[src/rtl/keypad_pkg.sv]
// Shared definitions for the front-panel keypad scanners: FSM states,
// column drive table and the row-pattern decoder.
package keypad_pkg;

   typedef enum logic [1:0] {
      ST_SCAN     = 2'd0,
      ST_DEBOUNCE = 2'd1,
      ST_HELD     = 2'd2
   } state_t;

   typedef struct packed {
      logic       valid;
      logic [3:0] code;
   } key_t;

   // Column drive patterns packed low-to-high by column index.
   localparam logic [15:0] COL_TABLE = {4'b0111, 4'b1011, 4'b1101, 4'b1110};

   function automatic logic [3:0] col_drive(input logic [1:0] ci);
      return COL_TABLE[{ci, 2'b00} +: 4];
   endfunction

   // A single low row identifies the key; anything else counts as no key.
   function automatic key_t decode_key(input logic [3:0] row_s, input logic [1:0] ci);
      key_t k;
      k.valid = 1'b1;
      k.code  = {2'd0, ci};
      case (row_s)
         4'b1110: k.code = {2'd0, ci};
         4'b1101: k.code = {2'd1, ci};
         4'b1011: k.code = {2'd2, ci};
         4'b0111: k.code = {2'd3, ci};
         default: k.valid = 1'b0;
      endcase
      return k;
   endfunction

endpackage

[src/rtl/scan_tick_gen.sv]
// Free-running divider producing a one-cycle tick every SCAN_DIV+1 clocks.
module scan_tick_gen #(
   parameter int SCAN_DIV = 99999
) (
   input  logic clk_100MHz,
   input  logic rst,
   output logic tick
);

   localparam int CW = (SCAN_DIV > 0) ? $clog2(SCAN_DIV + 1) : 1;
   localparam logic [CW-1:0] TOP = CW'(SCAN_DIV);

   logic [CW-1:0] cnt_q;

   assign tick = (cnt_q == TOP);

   always_ff @(posedge clk_100MHz or posedge rst) begin
      if (rst) begin
         cnt_q <= '0;
      end else if (tick) begin
         cnt_q <= '0;
      end else begin
         cnt_q <= cnt_q + 1'b1;
      end
   end

endmodule

[src/rtl/keypad_digit_entry.sv]
// 4x4 keypad scanner with debounce; accepted key codes shift into a
// four-digit register feeding the 7-segment driver.
module keypad_digit_entry
   import keypad_pkg::*;
#(
   parameter int SCAN_DIV       = 99999,
   parameter int DEBOUNCE_TICKS = 8
) (
   input  logic       clk_100MHz,
   input  logic       rst,
   input  logic [3:0] row,
   input  logic       clr,
   output logic [3:0] col,
   output logic       key_valid,
   output logic [3:0] key_code,
   output logic [3:0] D3,
   output logic [3:0] D2,
   output logic [3:0] D1,
   output logic [3:0] D0
);

   localparam logic [3:0] DB_LIMIT = 4'(DEBOUNCE_TICKS);

   logic            tick;
   logic [3:0]      row_meta_q;
   logic [3:0]      row_s_q;
   state_t          state_q, state_d;
   logic [1:0]      ci_q, ci_d;
   logic [3:0]      cnt_q, cnt_d;
   logic [3:0]      cnt_inc;
   logic [3:0]      pat_q, pat_d;
   logic [3:0]      col_q;
   logic            accept;
   key_t            key_dec;
   logic            key_valid_q;
   logic [3:0]      key_code_q;
   logic [3:0][3:0] dig_q;

   scan_tick_gen #(
      .SCAN_DIV(SCAN_DIV)
   ) u_tick (
      .clk_100MHz(clk_100MHz),
      .rst       (rst),
      .tick      (tick)
   );

   always_ff @(posedge clk_100MHz or posedge rst) begin
      if (rst) begin
         row_meta_q <= 4'h0;
         row_s_q    <= 4'h0;
      end else begin
         row_meta_q <= row;
         row_s_q    <= row_meta_q;
      end
   end

   assign key_dec = decode_key(row_s_q, ci_q);
   assign cnt_inc = cnt_q + 4'd1;

   always_comb begin
      state_d = state_q;
      ci_d    = ci_q;
      cnt_d   = cnt_q;
      pat_d   = pat_q;
      accept  = 1'b0;
      if (tick) begin
         case (state_q)
            ST_SCAN: begin
               if (key_dec.valid) begin
                  pat_d = row_s_q;
                  // With a single-tick debounce the detecting tick also accepts.
                  if (DB_LIMIT == 4'd1) begin
                     accept  = 1'b1;
                     cnt_d   = 4'd0;
                     state_d = ST_HELD;
                  end else begin
                     cnt_d   = 4'd1;
                     state_d = ST_DEBOUNCE;
                  end
               end else begin
                  ci_d = ci_q + 2'd1;
               end
            end
            ST_DEBOUNCE: begin
               if (row_s_q == pat_q) begin
                  if (cnt_inc == DB_LIMIT) begin
                     accept  = 1'b1;
                     cnt_d   = 4'd0;
                     state_d = ST_HELD;
                  end else begin
                     cnt_d = cnt_inc;
                  end
               end else begin
                  cnt_d   = 4'd0;
                  ci_d    = ci_q + 2'd1;
                  state_d = ST_SCAN;
               end
            end
            ST_HELD: begin
               // Column stays parked on the held key, so other columns are invisible here.
               if (row_s_q == 4'hF) begin
                  if (cnt_inc == DB_LIMIT) begin
                     cnt_d   = 4'd0;
                     ci_d    = ci_q + 2'd1;
                     state_d = ST_SCAN;
                  end else begin
                     cnt_d = cnt_inc;
                  end
               end else begin
                  cnt_d = 4'd0;
               end
            end
            default: begin
               cnt_d   = 4'd0;
               state_d = ST_SCAN;
            end
         endcase
      end
   end

   always_ff @(posedge clk_100MHz or posedge rst) begin
      if (rst) begin
         state_q     <= ST_SCAN;
         ci_q        <= 2'd0;
         cnt_q       <= 4'd0;
         pat_q       <= 4'h0;
         col_q       <= 4'b1110;
         key_valid_q <= 1'b0;
         key_code_q  <= 4'h0;
         dig_q       <= '0;
      end else begin
         state_q     <= state_d;
         ci_q        <= ci_d;
         cnt_q       <= cnt_d;
         pat_q       <= pat_d;
         col_q       <= col_drive(ci_d);
         key_valid_q <= accept;
         if (accept) begin
            key_code_q <= key_dec.code;
         end
         if (clr) begin
            dig_q <= '0;
         end else if (accept) begin
            dig_q <= {dig_q[2:0], key_dec.code};
         end
      end
   end

   assign col       = col_q;
   assign key_valid = key_valid_q;
   assign key_code  = key_code_q;
   assign D3        = dig_q[3];
   assign D2        = dig_q[2];
   assign D1        = dig_q[1];
   assign D0        = dig_q[0];

endmodule
[config.mk]
export PLATFORM = sky130hd
export DESIGN_NAME = keypad_digit_entry
export DESIGN_NICKNAME = d
export VERILOG_FILES = /design/src/rtl/keypad_pkg.sv /design/src/rtl/scan_tick_gen.sv /design/src/rtl/keypad_digit_entry.sv
export SDC_FILE = /design/constraint.sdc
export NUM_CORES = 1
export LEC_CHECK = 0
export BUFFER_PORTS_ARGS = -buffer_cell sky130_fd_sc_hd__buf_2
export CORE_ASPECT_RATIO = 1.25
export CORE_MARGIN = 3
export CORE_UTILIZATION = 52
export DETAILED_ROUTE_END_ITERATION = 7
export GPL_TIMING_DRIVEN = 0
export MAX_ROUTING_LAYER = met4
export PLACE_DENSITY = 0.73
export REMOVE_ABC_BUFFERS = 1
export SKIP_CTS_REPAIR_TIMING = 1
export SYNTH_ARGS = -nofsm -noshare
export SYNTH_HDL_FRONTEND = slang
export SYNTH_SLANG_ARGS = --single-unit
[constraint.sdc]
create_clock -name clk_100MHz -period 2.07 [get_ports clk_100MHz]
set_input_delay 0 -clock clk_100MHz [delete_from_list [all_inputs] [get_ports clk_100MHz]]
set_output_delay 0 -clock clk_100MHz [all_outputs]
set_load 0.05 [all_outputs]
==> results of run 1 <==
-- through the flow --
| stage | cells | cell area (um^2) |
|---|---|---|
| after floorplan | 234 | 2730 |
| after global routing | 355 | 3320 |
| after global placement | 327 | 2960 |
| after detailed placement | 328 | 2980 |
| after CTS | 344 | 3170 |
| final | 355 | 3320 |
-- Yosys cell counts (all sizes together), types with 4 or more instances --
cell type | instances | area share [%]
a21oi | 11 | 2.0
and2 | 4 | 0.90
and3 | 6 | 1.4
and4 | 4 | 1.3
buf | 8 | 1.5
dfrtp | 59 | 53
mux2 | 7 | 2.8
mux2i | 18 | 6.5
nand2 | 21 | 2.8
nand3 | 7 | 1.3
nand4 | 9 | 2.3
nor2 | 26 | 3.5
nor2b | 4 | 0.90
o21ai | 4 | 0.72
xnor2 | 11 | 3.5
xor2 | 12 | 3.8
-- area by class of cell --
type	instances	area share, %
Tap cell	62	2.34
Clock inverter	1	0.151
Sequential cell	62	46.9
Clock buffer	15	5.31
Multi-Input combinational cell	170	37.1
Timing Repair Buffer	42	7.92
Inverter	3	0.339
-- worst max-delay path: stages (launching register included) --
cell     delay [ns]
dfrtp_1        0.44
nor4b_4        0.37
and4_4         0.37
nand4_4        0.14
or3_1          0.41
a21oi_1        0.15
-- kinds of logic after synthesis --
logic type               Yosys count  synth area share [%]
adder cells (fa/ha/maj)            2                 0.900
multiplexers                      25                  9.32
AND/OR/NAND/NOR                   94                  18.9
flip-flops                        62                  55.9
XOR/XNOR                          23                  7.25
buffers and inverters             13                  2.16
AO/OA/AOI/OAI                     25                  5.54
-- power by group through the flow --
stage | sequential, mW | clock [mW] | combinational (mW)
floorplan | 1.25 | 0 | 0.0364
finish | 1.23 | 0.955 | 0.0694
detailed placement | 1.25 | 0 | 0.0606
global placement | 1.25 | 0 | 0.0549
CTS | 1.23 | 0.981 | 0.0610
global route | 1.23 | 1.04 | 0.0797
-- worst max-delay path by stage --
stage	startpoint	to	slack [ns]	cells after the start
2_1_floorplan	u_tick.cnt_q[0]	D0[2]	-0.46	6
3_3_place_gp	u_tick.cnt_q[0]	D0[2]	-1.01	6
3_5_place_dp	u_tick.cnt_q[0]	D0[2]	-1.04	6
4_1_cts	u_tick.cnt_q[0]	D0[3]	-1.09	6
5_1_grt	u_tick.cnt_q[12]	D0[2]	0.005	5
6_report	u_tick.cnt_q[12]	D0[2]	0.11	5
-- metal layers --
metal / vias up / GRT usage [%]
met3: 13 / 4.36
li1: 940 / -
met5: - / -
met2: 42 / 29.4
met4: 0 / 10.4
met1: 953 / 21.2
==> impl_metrics.json, run 1 <==
{
  "syn-mean-instance-area_um2": 11.4,
  "row_count": 29,
  "hpwl_um": 3390,
  "cts.htree.levels": 3,
  "hold_path_class": "in2reg",
  "p_int_mw": 1.78,
  "fin_skew_ns": 0.00850,
  "pwr-share-comb_pct": 3.1,
  "layout_common_cells": "dfrtp_1, buf_2, nor2_1",
  "overflow": 0,
  "p_sw_share_pct": 21.2,
  "worst_slack_ns": 0.113,
  "wl_met1_um": 2230,
  "track_usage_pct": 18.4,
  "area_growth_pct": 19.4,
  "drive_gt1_share_pct": 25.6,
  "seq_area_um2": 1560,
  "cts.path.max_buffers": 2,
  "utilization_pct": 64.9,
  "fmax_ghz": 0.511,
  "maxCapViolCount": 0,
  "critPathRequiredTime_ns": 2.33,
  "antenna_cells": 0,
  "yosysWarningCount": 0,
  "seqPwrFrac_pct": 54.5,
  "num_vias": 1948,
  "holdWs_ns": 0.0268,
  "finalSetupViolations": 0,
  "r2r-start": "u_tick.cnt_q[12]",
  "fp.dieH_um": 87.8,
  "io_pins": 32,
  "yosys_most_used_dff": "dfrtp_1",
  "pre_cts_slack_ns": -1.04,
  "outcome": "complete, no violations",
  "endpoint_kind": "flip-flop",
  "gp_congestion": 0.814,
  "wl_met3_um": 213,
  "synthCells": 244,
  "synth_edf_count": 0,
  "power.switching_uw": 477,
  "vias_per_cell": 5.49,
  "clkLatencyLatePin_ns": 0.33,
  "r2r-end": "D0[2]",
  "die_x_um": 71.4,
  "dieArea_um2": 6270,
  "grt_max_degree": 33,
  "cts-root-buf": "clkbuf_8",
  "finalWirelength_um": 5260,
  "async_reset_ff_share_pct": 100,
  "p_per_area_nw_per_um2": 679,
  "vdd_ir_drop_max_v": 0.000462,
  "final_common_cell": "dfrtp_1",
  "finalCritPeriodShare_pct": 94.5,
  "critPathKind": "reg2reg",
  "finalHoldViolCount": 0,
  "p_leak_nw": 1.71,
  "cts_buffers": 9,
  "port_buffers": 31,
  "tns_ns": 0,
  "avgRoutedWirePerCell_um": 14.8,
  "cts.sinks": 62,
  "routed-wl-met2_um": 2660,
  "ys_seq_elements": 62,
  "antenna_found_initial": 0,
  "first_pass_iters": 4,
  "clk_pin_slew_ns": 0.06,
  "regMostFlops": "u_tick.cnt_q",
  "yosysSeqAreaShare_pct": 55.9,
  "highest_layer": "met4",
  "initialDrtViolationCount": 110,
  "netlist-cell-type-count": 43,
  "total_power_mw": 2.25,
  "grt_pass1_vias": 1858,
  "start_util_pct": 54.3,
  "fin_crit_ns": 1.96,
  "worst_pin_slew_ns": 0.655,
  "nFillCells": 404,
  "drcViolationCount": 0,
  "grt_setup_unrepaired": "false",
  "fin_nets": 297,
  "hp-start": "clr",
  "grt_pass1_wl_um": 8670,
  "largest_reg_flops": 17,
  "syn-cell-area_um2": 2780,
  "rrSetupSlack_ns": 0.11,
  "r2r_cells": 5,
  "start_kind": "flip-flop",
  "coreArea_um2": 5120,
  "relSlewSlack_pct": 56.3,
  "slew_violations": 0,
  "cts_tree": "built",
  "cp.arrival_ns": 2.21,
  "multi_input_area_um2": 1230,
  "p_clk_share_pct": 42.4,
  "antenna_left": 0,
  "hold_depth": 2,
  "path_max_fanout": 7,
  "hold_end": "D2[1]"
}
(Power assumes the default switching activity.)
==> run 2: changes to the inputs <==
--- a/config.mk
+++ b/config.mk
@@ -6,13 +6,15 @@
 export NUM_CORES = 1
 export LEC_CHECK = 0
 export BUFFER_PORTS_ARGS = -buffer_cell sky130_fd_sc_hd__buf_2
+export CELL_PAD_IN_SITES_DETAIL_PLACEMENT = 0
+export CELL_PAD_IN_SITES_GLOBAL_PLACEMENT = 1
 export CORE_ASPECT_RATIO = 1.25
 export CORE_MARGIN = 3
-export CORE_UTILIZATION = 52
+export CORE_UTILIZATION = 41
 export DETAILED_ROUTE_END_ITERATION = 7
 export GPL_TIMING_DRIVEN = 0
 export MAX_ROUTING_LAYER = met4
-export PLACE_DENSITY = 0.73
+export PLACE_DENSITY = 0.72
 export REMOVE_ABC_BUFFERS = 1
 export SKIP_CTS_REPAIR_TIMING = 1
 export SYNTH_ARGS = -nofsm -noshare
==> run 2 against run 1 <==
  * Routed wire length grew 0.11%
  * Worst setup slack gained 0.0013 ns
  * Combinational power is essentially flat
  * Clock power grew 14%
  * Fmax is essentially flat
  * Non-clock buffer count is the same
==> impl_metrics.json, run 2 (synthesis results as in run 1) <==
{
  "finalWirelength_um": 5260,
  "start_kind": "flip-flop",
  "cp_cell_sequence": "ha_2 > and4_4 > and4_4 > buf_4 > buf_4 > nand3_2 > mux2_2",
  "cts.htree.levels": 3,
  "finalHoldViolCount": 0,
  "r2r_cells": 7,
  "maxCapViolCount": 0,
  "first_pass_iters": 5,
  "hold_depth": 2,
  "grt_pass1_vias": 1891,
  "vdd_ir_drop_max_v": 0.000469,
  "hold_path_class": "in2reg",
  "path_max_fanout": 7,
  "clk_pin_slew_ns": 0.07,
  "port_buffers": 31,
  "slew_violations": 0,
  "layout_common_cells": "dfrtp_1, buf_2, nor2_1",
  "cts-root-buf": "clkbuf_8",
  "critPathMaxStageDelay_ns": 0.38,
  "clkLatencyLatePin_ns": 0.34,
  "hpwl_um": 3430,
  "final_common_cell": "dfrtp_1",
  "avgRoutedWirePerCell_um": 13.9,
  "r2r-start": "u_tick.cnt_q[1]",
  "finalCritPeriodShare_pct": 94.5,
  "overflow": 0,
  "gp_congestion": 0.738,
  "largest_reg_flops": 17,
  "initialDrtViolationCount": 53,
  "slowest_stage": "dfrtp_1",
  "worst_slack_ns": 0.114,
  "cts.sinks": 62,
  "row_count": 32,
  "finalSetupViolations": 0,
  "hp-start": "clr",
  "critPathKind": "reg2reg",
  "r2r-end": "pat_q[1]",
  "pre_cts_slack_ns": -1.06,
  "num_vias": 1920,
  "p_per_area_nw_per_um2": 706,
  "coreArea_um2": 6370,
  "grt_max_degree": 34,
  "rrSetupSlack_ns": 0.11,
  "vias_per_cell": 5.07,
  "fin_nets": 298,
  "drive_gt1_share_pct": 26.9,
  "hold_end": "D1[3]",
  "antenna_found_initial": 0,
  "cts_tree": "built",
  "drcViolationCount": 0,
  "track_usage_pct": 14.8,
  "holdWs_ns": 0.0270,
  "p_leak_nw": 1.72,
  "crit_family": "simple AND/OR/NAND/NOR gates",
  "area_growth_pct": 21.7,
  "worst_pin_slew_ns": 0.692,
  "grt_pass1_wl_um": 8780,
  "nFillCells": 576,
  "cts_buffers": 9,
  "fin_crit_ns": 1.96,
  "fin_skew_ns": 0.00753,
  "start_util_pct": 43.7,
  "cp.arrival_ns": 2.17,
  "grt_setup_unrepaired": "false",
  "outcome": "complete, no violations",
  "antenna_left": 0,
  "cp_num_buf_inv": 2,
  "critPathRequiredTime_ns": 2.29,
  "fp.dieH_um": 98.1,
  "regMostFlops": "u_tick.cnt_q",
  "dieArea_um2": 7810,
  "die_x_um": 79.7,
  "cts.path.max_buffers": 2,
  "fmax_ghz": 0.511,
  "endpoint_kind": "flip-flop",
  "io_pins": 32,
  "relSlewSlack_pct": 53.8,
  "antenna_cells": 0
}
[run 2: layout make-up]
cell class / instances / area, um^2 / share of cell area (%)
Inverter: 3 / 11.3 / 0.333
Multi-Input combinational cell: 171 / 1240 / 36.6
Clock inverter: 5 / 57.6 / 1.70
Timing Repair Buffer: 42 / 263 / 7.76
Tap cell: 85 / 106 / 3.14
Sequential cell: 62 / 1560 / 46.0
Clock buffer: 11 / 151 / 4.47
[run 2: per-stage QoR]
stage | TNS, ns | total power, mW | util [%] | instance area, um^2 | std cells
detailed placement | -17.60 | 1.31 | 47.3 | 3010 | 351
finish | 0 | 2.39 | 53.2 | 3380 | 379
global route | 0 | 2.50 | 53.2 | 3380 | 379
floorplan | -4.49 | 1.29 | - | 2730 | 234
global placement | -32.09 | 1.31 | 47.0 | 2990 | 350
CTS | -18.01 | 2.41 | 50.6 | 3220 | 367
[run 2: report_power, final]
part | total, mW | switching, mW | internal (mW)
sequential | 1.23 | 0.00878 | 1.22
clock | 1.09 | 0.473 | 0.619
combinational | 0.0695 | 0.0451 | 0.0245
total | 2.39 | 0.527 | 1.86
[run 2: layer usage]
layer	wire length [um]	GRT usage, %
met1	2450	18.4
met5	0	-
met4	147	7.54
met2	2450	21.8
met3	215	4.24
[run 2: how the worst max path moves through the flow]
stage	start	endpoint	slack, ns	cells after the start
after global placement	u_tick.cnt_q[0]	D0[2]	-1.09	6
after detailed placement	u_tick.cnt_q[0]	D0[2]	-1.06	6
after CTS	u_tick.cnt_q[0]	D0[2]	-1.08	6
after global routing	u_tick.cnt_q[5]	col[0]	0.0004	5
after floorplan	u_tick.cnt_q[0]	D0[2]	-0.46	6
final	u_tick.cnt_q[1]	pat_q[1]	0.11	7
